## config.mk

```make
export PLATFORM = sky130hd
export DESIGN_NAME = avmm_cmd_master
export DESIGN_NICKNAME = d
export VERILOG_FILES = /design/src/rtl/avmm_dbg_pkg.sv /design/src/rtl/avmm_cmd_master.sv
export SDC_FILE = /design/constraint.sdc
export NUM_CORES = 1
export LEC_CHECK = 0
export BUFFER_PORTS_ARGS = -buffer_cell sky130_fd_sc_hd__buf_2
export CORE_MARGIN = 4
export CORE_UTILIZATION = 45
export CTS_CLUSTER_DIAMETER = 60
export DETAILED_ROUTE_END_ITERATION = 10
export GPL_TIMING_DRIVEN = 0
export HOLD_SLACK_MARGIN = 0.03
export PLACE_DENSITY = 0.74
export SLEW_MARGIN = 10
export SYNTH_ARGS = -nofsm -noshare
export SYNTH_HDL_FRONTEND = slang
export SYNTH_SLANG_ARGS = --single-unit
```

## constraint.sdc

```tcl
create_clock -name clk_clk -period 3.8 [get_ports clk_clk]
set_input_delay 0.76 -clock clk_clk [delete_from_list [all_inputs] [get_ports clk_clk]]
set_output_delay 0.76 -clock clk_clk [all_outputs]
set_load 0.05 [all_outputs]
```

## src/rtl/avmm_dbg_pkg.sv

```systemverilog
// Shared definitions for the debug-path Avalon-MM command master and the
// JTAG command decoder that feeds it.
//   - dbg_state_e : command master FSM states
//   - DBG_ADDR_W / DBG_DATA_W : default bus widths (bridge slave geometry)
//   - dbg_rsp_t   : response fields returned per command
package avmm_dbg_pkg;

    localparam int DBG_ADDR_W = 24;
    localparam int DBG_DATA_W = 32;

    typedef enum logic [1:0] {
        ST_IDLE,
        ST_ISSUE,
        ST_RDWAIT,
        ST_RSP
    } dbg_state_e;

    typedef struct packed {
        logic                  write;
        logic                  timeout;
        logic [DBG_DATA_W-1:0] readdata;
    } dbg_rsp_t;

endpackage

```

## src/rtl/avmm_cmd_master.sv

```systemverilog
// Single-outstanding command to Avalon-MM master for the debug path.
// Accepts one read/write command on a valid/ready stream, runs it as a
// single burstcount-1 Avalon-MM transaction and returns one response.
// A cycle timer bounds every transaction so the debug path cannot hang.
//
// Ports
//   clk_clk, reset_reset      : clock, synchronous active-high reset
//   cmd_*                     : command stream in (valid/ready)
//   rsp_*                     : response stream out (valid/ready)
//   avm_*                     : Avalon-MM master interface
module avmm_cmd_master
    import avmm_dbg_pkg::*;
#(
    parameter int ADDR_W  = DBG_ADDR_W,
    parameter int DATA_W  = DBG_DATA_W,
    parameter int TIMEOUT = 1024
) (
    input  logic                clk_clk,
    input  logic                reset_reset,
    input  logic                cmd_valid,
    output logic                cmd_ready,
    input  logic                cmd_write,
    input  logic [ADDR_W-1:0]   cmd_address,
    input  logic [DATA_W-1:0]   cmd_writedata,
    input  logic [DATA_W/8-1:0] cmd_byteenable,
    output logic                rsp_valid,
    input  logic                rsp_ready,
    output logic                rsp_write,
    output logic                rsp_timeout,
    output logic [DATA_W-1:0]   rsp_readdata,
    output logic [ADDR_W-1:0]   avm_address,
    output logic [DATA_W-1:0]   avm_writedata,
    output logic [DATA_W/8-1:0] avm_byteenable,
    output logic                avm_burstcount,
    output logic                avm_read,
    output logic                avm_write,
    output logic                avm_debugaccess,
    input  logic                avm_waitrequest,
    input  logic [DATA_W-1:0]   avm_readdata,
    input  logic                avm_readdatavalid
);

    localparam int BE_W  = DATA_W / 8;
    localparam int TMR_W = $clog2(TIMEOUT + 1);
    localparam logic [TMR_W-1:0] TMR_LAST = TMR_W'(TIMEOUT - 1);
    localparam logic [TMR_W-1:0] TMR_MAX  = '1;

    dbg_state_e        state_q, state_d;
    logic [ADDR_W-1:0] addr_q, addr_d;
    logic [DATA_W-1:0] wdata_q, wdata_d;
    logic [BE_W-1:0]   be_q, be_d;
    logic              write_q, write_d;
    logic              rd_q, rd_d;
    logic              wr_q, wr_d;
    logic              rsp_valid_q, rsp_valid_d;
    logic              rsp_write_q, rsp_write_d;
    logic              rsp_timeout_q, rsp_timeout_d;
    logic [DATA_W-1:0] rsp_rdata_q, rsp_rdata_d;
    logic [TMR_W-1:0]  timer_q, timer_d;
    logic [TMR_W-1:0]  timer_inc;
    logic              stale_q, stale_d;
    logic              expire;

    // Saturating increment; the timer never wraps.
    assign timer_inc = (timer_q == TMR_MAX) ? timer_q : timer_q + 1'b1;
    // Expiry is judged on the incremented value so that the response lands
    // exactly TIMEOUT cycles after the command handshake.
    assign expire    = (timer_inc == TMR_LAST);

    always_comb begin
        state_d       = state_q;
        addr_d        = addr_q;
        wdata_d       = wdata_q;
        be_d          = be_q;
        write_d       = write_q;
        rd_d          = rd_q;
        wr_d          = wr_q;
        rsp_valid_d   = rsp_valid_q;
        rsp_write_d   = rsp_write_q;
        rsp_timeout_d = rsp_timeout_q;
        rsp_rdata_d   = rsp_rdata_q;
        timer_d       = timer_q;
        stale_d       = stale_q;

        // A late beat from a timed-out read is swallowed wherever it arrives.
        if (avm_readdatavalid && stale_q) stale_d = 1'b0;

        unique case (state_q)
            ST_IDLE: begin
                if (cmd_valid) begin
                    addr_d  = cmd_address;
                    wdata_d = cmd_writedata;
                    be_d    = cmd_byteenable;
                    write_d = cmd_write;
                    rd_d    = !cmd_write;
                    wr_d    = cmd_write;
                    timer_d = '0;
                    state_d = ST_ISSUE;
                end
            end
            ST_ISSUE: begin
                timer_d = timer_inc;
                // A real acceptance wins over a coincident expiry.
                if (!avm_waitrequest) begin
                    rd_d = 1'b0;
                    wr_d = 1'b0;
                    if (write_q) begin
                        rsp_valid_d   = 1'b1;
                        rsp_write_d   = 1'b1;
                        rsp_timeout_d = 1'b0;
                        rsp_rdata_d   = '0;
                        state_d       = ST_RSP;
                    end else begin
                        state_d = ST_RDWAIT;
                    end
                end else if (expire) begin
                    // Dropping the strobe under waitrequest breaks Avalon
                    // rules; tolerated so the debug path always recovers.
                    rd_d          = 1'b0;
                    wr_d          = 1'b0;
                    rsp_valid_d   = 1'b1;
                    rsp_write_d   = write_q;
                    rsp_timeout_d = 1'b1;
                    rsp_rdata_d   = '0;
                    state_d       = ST_RSP;
                end
            end
            ST_RDWAIT: begin
                timer_d = timer_inc;
                if (avm_readdatavalid && !stale_q) begin
                    rsp_valid_d   = 1'b1;
                    rsp_write_d   = 1'b0;
                    rsp_timeout_d = 1'b0;
                    rsp_rdata_d   = avm_readdata;
                    state_d       = ST_RSP;
                end else if (expire) begin
                    // The read is still owed by the slave; drop its beat later.
                    stale_d       = 1'b1;
                    rsp_valid_d   = 1'b1;
                    rsp_write_d   = 1'b0;
                    rsp_timeout_d = 1'b1;
                    rsp_rdata_d   = '0;
                    state_d       = ST_RSP;
                end
            end
            ST_RSP: begin
                if (rsp_ready) begin
                    rsp_valid_d = 1'b0;
                    state_d     = ST_IDLE;
                end
            end
            default: state_d = ST_IDLE;
        endcase
    end

    always_ff @(posedge clk_clk) begin
        if (reset_reset) begin
            state_q       <= ST_IDLE;
            addr_q        <= '0;
            wdata_q       <= '0;
            be_q          <= '0;
            write_q       <= 1'b0;
            rd_q          <= 1'b0;
            wr_q          <= 1'b0;
            rsp_valid_q   <= 1'b0;
            rsp_write_q   <= 1'b0;
            rsp_timeout_q <= 1'b0;
            rsp_rdata_q   <= '0;
            timer_q       <= '0;
            stale_q       <= 1'b0;
        end else begin
            state_q       <= state_d;
            addr_q        <= addr_d;
            wdata_q       <= wdata_d;
            be_q          <= be_d;
            write_q       <= write_d;
            rd_q          <= rd_d;
            wr_q          <= wr_d;
            rsp_valid_q   <= rsp_valid_d;
            rsp_write_q   <= rsp_write_d;
            rsp_timeout_q <= rsp_timeout_d;
            rsp_rdata_q   <= rsp_rdata_d;
            timer_q       <= timer_d;
            stale_q       <= stale_d;
        end
    end

    assign cmd_ready       = (state_q == ST_IDLE);
    assign rsp_valid       = rsp_valid_q;
    assign rsp_write       = rsp_write_q;
    assign rsp_timeout     = rsp_timeout_q;
    assign rsp_readdata    = rsp_rdata_q;
    assign avm_address     = addr_q;
    assign avm_writedata   = wdata_q;
    assign avm_byteenable  = be_q;
    assign avm_burstcount  = 1'b1;
    assign avm_read        = rd_q;
    assign avm_write       = wr_q;
    assign avm_debugaccess = 1'b0;

endmodule

```

# Word level (Yosys, flattened, before mapping)
# Index checks and enable logic that the tools add are counted.
[word_totals] register_bits=112 out_inout_bits=100 elab_cells=81
[classes] n_addsub=1 eq_ne=10 mux=40 n_reduce_logical=17
[op_table] cell="2-to-1 mux 32 bit" n=4
[op_table] cell="one-hot mux 32 bit (2 select lines)" n=1
[op_table] cell="2-to-1 mux 11 bit" n=2
[op_table] cell="one-hot mux 11 bit (2 select lines)" n=1
[op_table] cell="2-to-1 mux 1 bit" n=21
[op_table] cell="adder 11 x 1 -> 11 bit (second input constant)" n=1
[op_table] cell="== test 11 x 10 -> 1 bit (second input constant)" n=1
[op_table] cell="== test 11 bit (second input constant)" n=1
[op_table] cell="2-to-1 mux 2 bit" n=5
[op_table] cell="!= test 3 bit (second input constant)" n=3
[op_table] cell="one-hot mux 1 bit (2 select lines)" n=4
[op_table] cell="one-hot mux 2 bit (4 select lines)" n=1
[op_table] cell="AND reduction 2 bit" n=4
[op_table] cell="AND reduction 3 bit" n=2
[op_table] cell="nonzero test 2 bit" n=3
[op_table] cell="== test 2 bit (second input constant)" n=2
[op_table] cell="!= test 2 bit (second input constant)" n=2
[op_table] cell="AND reduction 4 bit" n=1
[op_table] cell="one-hot mux 1 bit (3 select lines)" n=1
[op_table] cell="nonzero test 3 bit" n=1
[op_table] cell="== test 2 x 1 -> 1 bit (second input constant)" n=1
[op_table] cell="logical AND 1 bit" n=2
[op_table] cell="logical NOT 1 bit" n=2
[op_table] cell="logical NOT 2 bit" n=1
[op_table] cell="OR reduction 2 bit" n=1

# Logic depth before layout (Yosys ltp)
[depth] depth_word=6 mapped_depth=10

# Worst setup path before layout
# Ideal clock, no wire load.
[synth_path] path_kind="register to register" startpoint="register state_q[0]" endpoint="register timer_q[1]" t_arrival_ns=1.944 setup_slack_ns=1.728 stages_incl_launch_ff=8 n_path_buf=0 synth_period_minus_slack_ns=2.072 cell_sequence="dfxtp_1 -> inv_1 -> ha_1 -> nand2_1 -> o21ai_1 -> o21ai_0 -> a32oi_1 -> nor2_1"
[synth_between] word_cells_on_any_way=8
[synth_lines] element="start: declaration" line="avmm_cmd_master.sv:48" rtl="dbg_state_e state_q, state_d;"
[synth_lines] element="start signal: assignment" line="avmm_cmd_master.sv:172" rtl="state_q <= state_d;"
[synth_lines] element="logical NOT 2 bit (*)"
[synth_lines] element="net cmd_ready" line="avmm_cmd_master.sv:21" rtl="output logic cmd_ready,"
[synth_lines] element="!= test 2 bit (no source line) / nonzero test 2 bit (equally long branches)"
[synth_lines] element="AND reduction 2 bit (no source line)"
[synth_lines] element="end signal: assignment" line="avmm_cmd_master.sv:183" rtl="timer_q <= timer_d;"
[synth_lines] element="end: declaration" line="avmm_cmd_master.sv:59" rtl="logic [TMR_W-1:0] timer_q, timer_d;"
# The timed path passes the listed nets; every way through them passes the cells marked *.
# A chain may end at the register's enable or synchronous reset.

# Final worst setup path
[layout_path] startpoint="register state_q[1]" endpoint="register rsp_rdata_q[25] (netlist: rsp_readdata[25])"
[layout_between] elab_chain_len=3 word_cells_on_any_way=6
[layout_lines] element="== test 2 x 1 -> 1 bit / == test 2 bit (equally long branches)" line="avmm_cmd_master.sv:88" rtl="unique case (state_q)"
[layout_lines] element="!= test 3 bit (no source line) / nonzero test 2 bit (equally long branches)"
[layout_lines] element="AND reduction 2 bit (no source line)"
[layout_lines] element="end signal: assignment" line="avmm_cmd_master.sv:182" rtl="rsp_rdata_q <= rsp_rdata_d;"
[layout_lines] element="end: declaration" line="avmm_cmd_master.sv:58" rtl="logic [DATA_W-1:0] rsp_rdata_q, rsp_rdata_d;"
# Parallel ways exist; a longest one is shown, timed or not.

==> PnR_summary.wiki <==
{| class="wikitable"
! Metric !! Value
|-
| IO Count || 199
|-
| CTS tree || done
|-
| Number of synthesized flops with an enable pin || 0
|-
| Effective utilization at floorplan || 45.8%
|-
| Via density per instance || 5.33
|-
| Number of buffer cells added on primary ports || about 200
|-
| Number of global-route vias before repair || between 4k and 5k
|-
| H-tree level count || 3
|-
| Synthesized netlist cell count || 593
|-
| Maximum net fanout on the critical path || 10
|-
| Nature of the critical path endpoint || flop
|-
| Number of antenna violations at the first check in global routing || 0
|-
| Final design instance area without fill || 0.00631 mm²
|-
| Mean routed wirelength per cell || about 15 µm
|-
| Final setup vio count || 0
|-
| Unrepaired setup endpoints after global routing || no
|-
| Vias || 5031
|-
| Post-Synthesis Cell Area || 0.00496 mm²
|-
| Syn nets || 698
|-
| Count of max-cap constraint violations || 0
|-
| Crit Path Class || flop to flop
|-
| Leakage || roughly 2.8 nW
|-
| Crit path buffers/inverters || 2
|-
| Achievable clock frequency || 0.412 GHz
|-
| Smallest hold slack || 457 ps
|-
| Number of synthesized register bits || 112
|-
| Clock root buffer || sky130_fd_sc_hd__clkbuf_8
|-
| Switching Power || approximately 1.3 mW
|-
| Placer's final routability congestion estimate || 0.900
|-
| Required time at the worst-slack endpoint || 4110 ps
|-
| Slowest-stage cell, CP || sky130_fd_sc_hd__a21oi_1
|-
| Cells along the critical path || inv_1 > ha_1 > nor3b_1 > nor2_1 > a21oi_1 > clkbuf_1 > nand2_1 > o21ai_2
|-
| Chip Width || roughly 110 µm
|-
| Class of the tightest hold or removal check || flop to flop
|-
| Worst Max-Slew Pin Slew || 716 ps
|-
| Average instance area after synthesis || 8.37 µm²
|-
| Tightest slew margin relative to the limit || 52.0%
|-
| Launching element of the worst setup path || state_q[1]
|-
| Total overflow reported by the global router || 0
|-
| Delay contributed by the slowest stage of the critical path || approximately 400 ps
|-
| Skew final || 6.91 ps
|-
| Final Hold Vio Count || 0
|-
| Number of clock buffers inserted by TritonCTS || 9
|-
| Cell Int Power || approximately 1.9 mW
|-
| Overall Global Routing Usage || 21.7%
|-
| Nets || 905
|-
| Part of the power in combinational logic || 34.0%
|-
| CTS hold repair buffers || 0
|-
| Final routed DRC violation total || 0
|-
| Crit Reg-Reg Startpoint || state_q[1]
|-
| Sequential cell fraction of total power || 43.2%
|-
| First-pass GRT wire length || 22.9 mm
|-
| Arrival time of the worst setup path || 2730 ps
|-
| Count of TritonRoute iterations in the first routing pass || 5
|-
| Post-synthesis sequential area ratio || between 40% and 50%
|-
| Number of max-slew violations in the final report || 0
|-
| Setup WS pre-CTS || 1280 ps
|-
| Post-Place Cell Area || 0.00612 mm²
|-
| Number of antenna-violating nets in the routed design || 0
|-
| Number of design-rule violations left by the first detailed-router iteration || 269
|-
| Number of inserted diodes || 0
|-
| Clk pin slew, worst setup/hold paths || 100 ps
|-
| Area of the placeable core || ~0.011 mm²
|-
| Post-synthesis to final-layout area growth || 27.2%
|-
| Number of placement rows || 38
|-
| Post-CTS setup-driven buffer insertion count || 0
|-
| Total Wirelength || 14.2 mm
|-
| Post-Route Setup TNS || 0 ps
|-
| Cts repair resizes || 0
|-
| Time the final worst path needs with I/O delays and setup || roughly 2400 ps
|-
| Flip-flop cell with the highest count after synthesis || sky130_fd_sc_hd__dfxtp_1
|-
| Final WS setup || 1370 ps
|-
| DIE AREA || around 0.013 mm²
|-
| Clock latency at the later pin of the worst-skew pair || 370 ps
|-
| Share of layout cells above drive strength 1 || approximately a third
|-
| CTS sink count || 112
|-
| Unique masters post-synth || 56
|-
| Startpoint of the lowest-slack hold path || avm_writedata[30]
|-
| Number of warnings printed during yosys synthesis || 0
|-
| Die height || 113 µm
|-
| Peak ir drop on the vdd network || around 0.00026 V
|-
| HPWL reported at the end of detailed placement || 10.8 mm
|-
| Top cell family by delay on the critical path || simple AND/OR/NAND/NOR gates
|-
| Longest Clk Path Bufs || 2
|-
| Net switching share of the total power || 40.3%
|-
| Pin count of the biggest net entering global routing || 18
|-
| Outcome || completed
|-
| Async set or reset register ratio after synthesis || 0%
|-
| Startpoint types || flop
|-
| Relative contribution of the clock network to total power || 22.9%
|-
| Power density over the cells || 498 mW/mm²
|-
| Part of the cycle the worst path needs || 63.9%
|}
==> cells in the mapped netlist (4+ instances only) <==
cell type                  instances  share of area [%]
sky130_fd_sc_hd__a32oi_1          33                5.8
sky130_fd_sc_hd__nor2b_1           4               0.50
sky130_fd_sc_hd__nand4_1           4               0.50
sky130_fd_sc_hd__o21ai_2          30                5.3
sky130_fd_sc_hd__a31oi_1           4               0.50
sky130_fd_sc_hd__clkbuf_1         31                2.3
sky130_fd_sc_hd__o21ai_0          16                1.6
sky130_fd_sc_hd__buf_1             4               0.30
sky130_fd_sc_hd__nand3_1           6               0.61
sky130_fd_sc_hd__dfxtp_1         112                 45
sky130_fd_sc_hd__nand2_1         168                 13
sky130_fd_sc_hd__nand2b_1          4               0.50
sky130_fd_sc_hd__ha_1              6                1.5
sky130_fd_sc_hd__nor2_1           13               0.98
sky130_fd_sc_hd__buf_12            4                1.6
sky130_fd_sc_hd__a21oi_1          73                7.4
sky130_fd_sc_hd__inv_1            11               0.83
sky130_fd_sc_hd__buf_6             4               0.91
sky130_fd_sc_hd__nor3_1            5               0.50
==> worst min-delay path, delay by kind of cell (launching register included) <==
family	cells	cell delay [ps]
flip-flops	1	320
AND/OR/NAND/NOR	1	50
AO/OA/AOI/OAI	1	50
==> registers in the layout (all words and copies together), names as in the netlist <==
signal          count
avm_writedata      32
rsp_readdata       32
avm_address        24
timer_q            11
avm_byteenable      4
state_q             2
avm_read            1
avm_write           1
rsp_timeout         1
rsp_valid           1
rsp_write           1
stale_q             1
write_q             1
==> area by class of cell <==
cell class	instances	area, µm²
Buffer	47	284
Clock buffer	11	141
Clock inverter	4	53.8
Fill cell	991	4530
Inverter	12	45.0
Multi-Input combinational cell	422	2390
Sequential cell	112	2240
Tap cell	140	175
Timing Repair Buffer	196	981
==> power by group through the flow <==
stage / clock (mW) / combinational, mW / sequential, mW
2_1_floorplan: 0 / 0.425 / 1.73
3_5_place_dp: 0 / 1.07 / 1.38
6_report: 0.719 / 1.07 / 1.36
5_1_grt: 0.782 / 1.16 / 1.37
4_1_cts: 0.740 / 1.07 / 1.36
3_3_place_gp: 0 / 1.05 / 1.38
==> cells in the final DEF (no fill, tap or decap), types with 2 or more instances in the layout <==
master,synthesis,routed
sky130_fd_sc_hd__a211oi_1,3,3
sky130_fd_sc_hd__a21boi_0,2,2
sky130_fd_sc_hd__a21o_1,3,3
sky130_fd_sc_hd__a21oi_1,73,73
sky130_fd_sc_hd__a22oi_1,3,3
sky130_fd_sc_hd__a311oi_1,3,3
sky130_fd_sc_hd__a31oi_1,4,4
sky130_fd_sc_hd__a32oi_1,33,33
sky130_fd_sc_hd__a41oi_1,2,2
sky130_fd_sc_hd__and2_1,3,3
sky130_fd_sc_hd__and4_1,3,3
sky130_fd_sc_hd__buf_1,4,4
sky130_fd_sc_hd__buf_12,4,4
sky130_fd_sc_hd__buf_2,1,197
sky130_fd_sc_hd__buf_4,3,3
sky130_fd_sc_hd__buf_6,4,4
sky130_fd_sc_hd__clkbuf_1,31,32
sky130_fd_sc_hd__clkbuf_8,0,10
sky130_fd_sc_hd__clkinvlp_4,0,2
sky130_fd_sc_hd__conb_1,2,2
sky130_fd_sc_hd__dfxtp_1,112,112
sky130_fd_sc_hd__ha_1,6,6
sky130_fd_sc_hd__inv_1,11,11
sky130_fd_sc_hd__mux2i_1,3,3
sky130_fd_sc_hd__nand2_1,168,168
sky130_fd_sc_hd__nand2b_1,4,4
sky130_fd_sc_hd__nand3_1,6,6
sky130_fd_sc_hd__nand3b_1,2,2
sky130_fd_sc_hd__nand4_1,4,4
sky130_fd_sc_hd__nor2_1,13,13
sky130_fd_sc_hd__nor2b_1,4,4
sky130_fd_sc_hd__nor3_1,5,5
sky130_fd_sc_hd__nor4_1,3,3
sky130_fd_sc_hd__o21ai_0,16,16
sky130_fd_sc_hd__o21ai_2,30,30
sky130_fd_sc_hd__o41ai_2,2,2
sky130_fd_sc_hd__or4_1,2,2
==> per-layer routing <==
metal | vias up | share of wire [%] | GRT usage, %
li1 | 2500 | - | -
met2 | 214 | 48 | 36.7
met4 | 0 | 1.9 | 8.09
met3 | 22 | 10 | 6.58
met1 | 2295 | 40 | 26.1
met5 | - | 0 | 0
==> path summary, 6_finish.rpt <==
kind | to | slack (ps) | cells after the start
worst max-delay path | rsp_readdata[25] | 1370 | 8
worst min-delay path | avm_writedata[30] | 460 | 2
worst max register to register | rsp_readdata[25] | 1370 | 8
worst min register to register | avm_writedata[30] | 460 | 2
==> stage by stage <==
step | total power, mW | util (%) | cells
floorplan | 2.16 | - | 593
global placement | 2.43 | 56.5 | 929
detailed placement | 2.45 | 56.5 | 929
CTS | 3.17 | 58.3 | 944
global route | 3.32 | 58.3 | 944
finish | 3.15 | 58.3 | 944
==> logic make-up after synthesis <==
group,synth area share (%)
AOI/OAI and AO/OA,25.5
adders and majority gates,1.51
buffers and inverters,6.63
DFF,45.2
muxes,0.605
other,0.151
and+or+nand+nor,20.4
No activity file was read; power rests on OpenSTA's default activity.
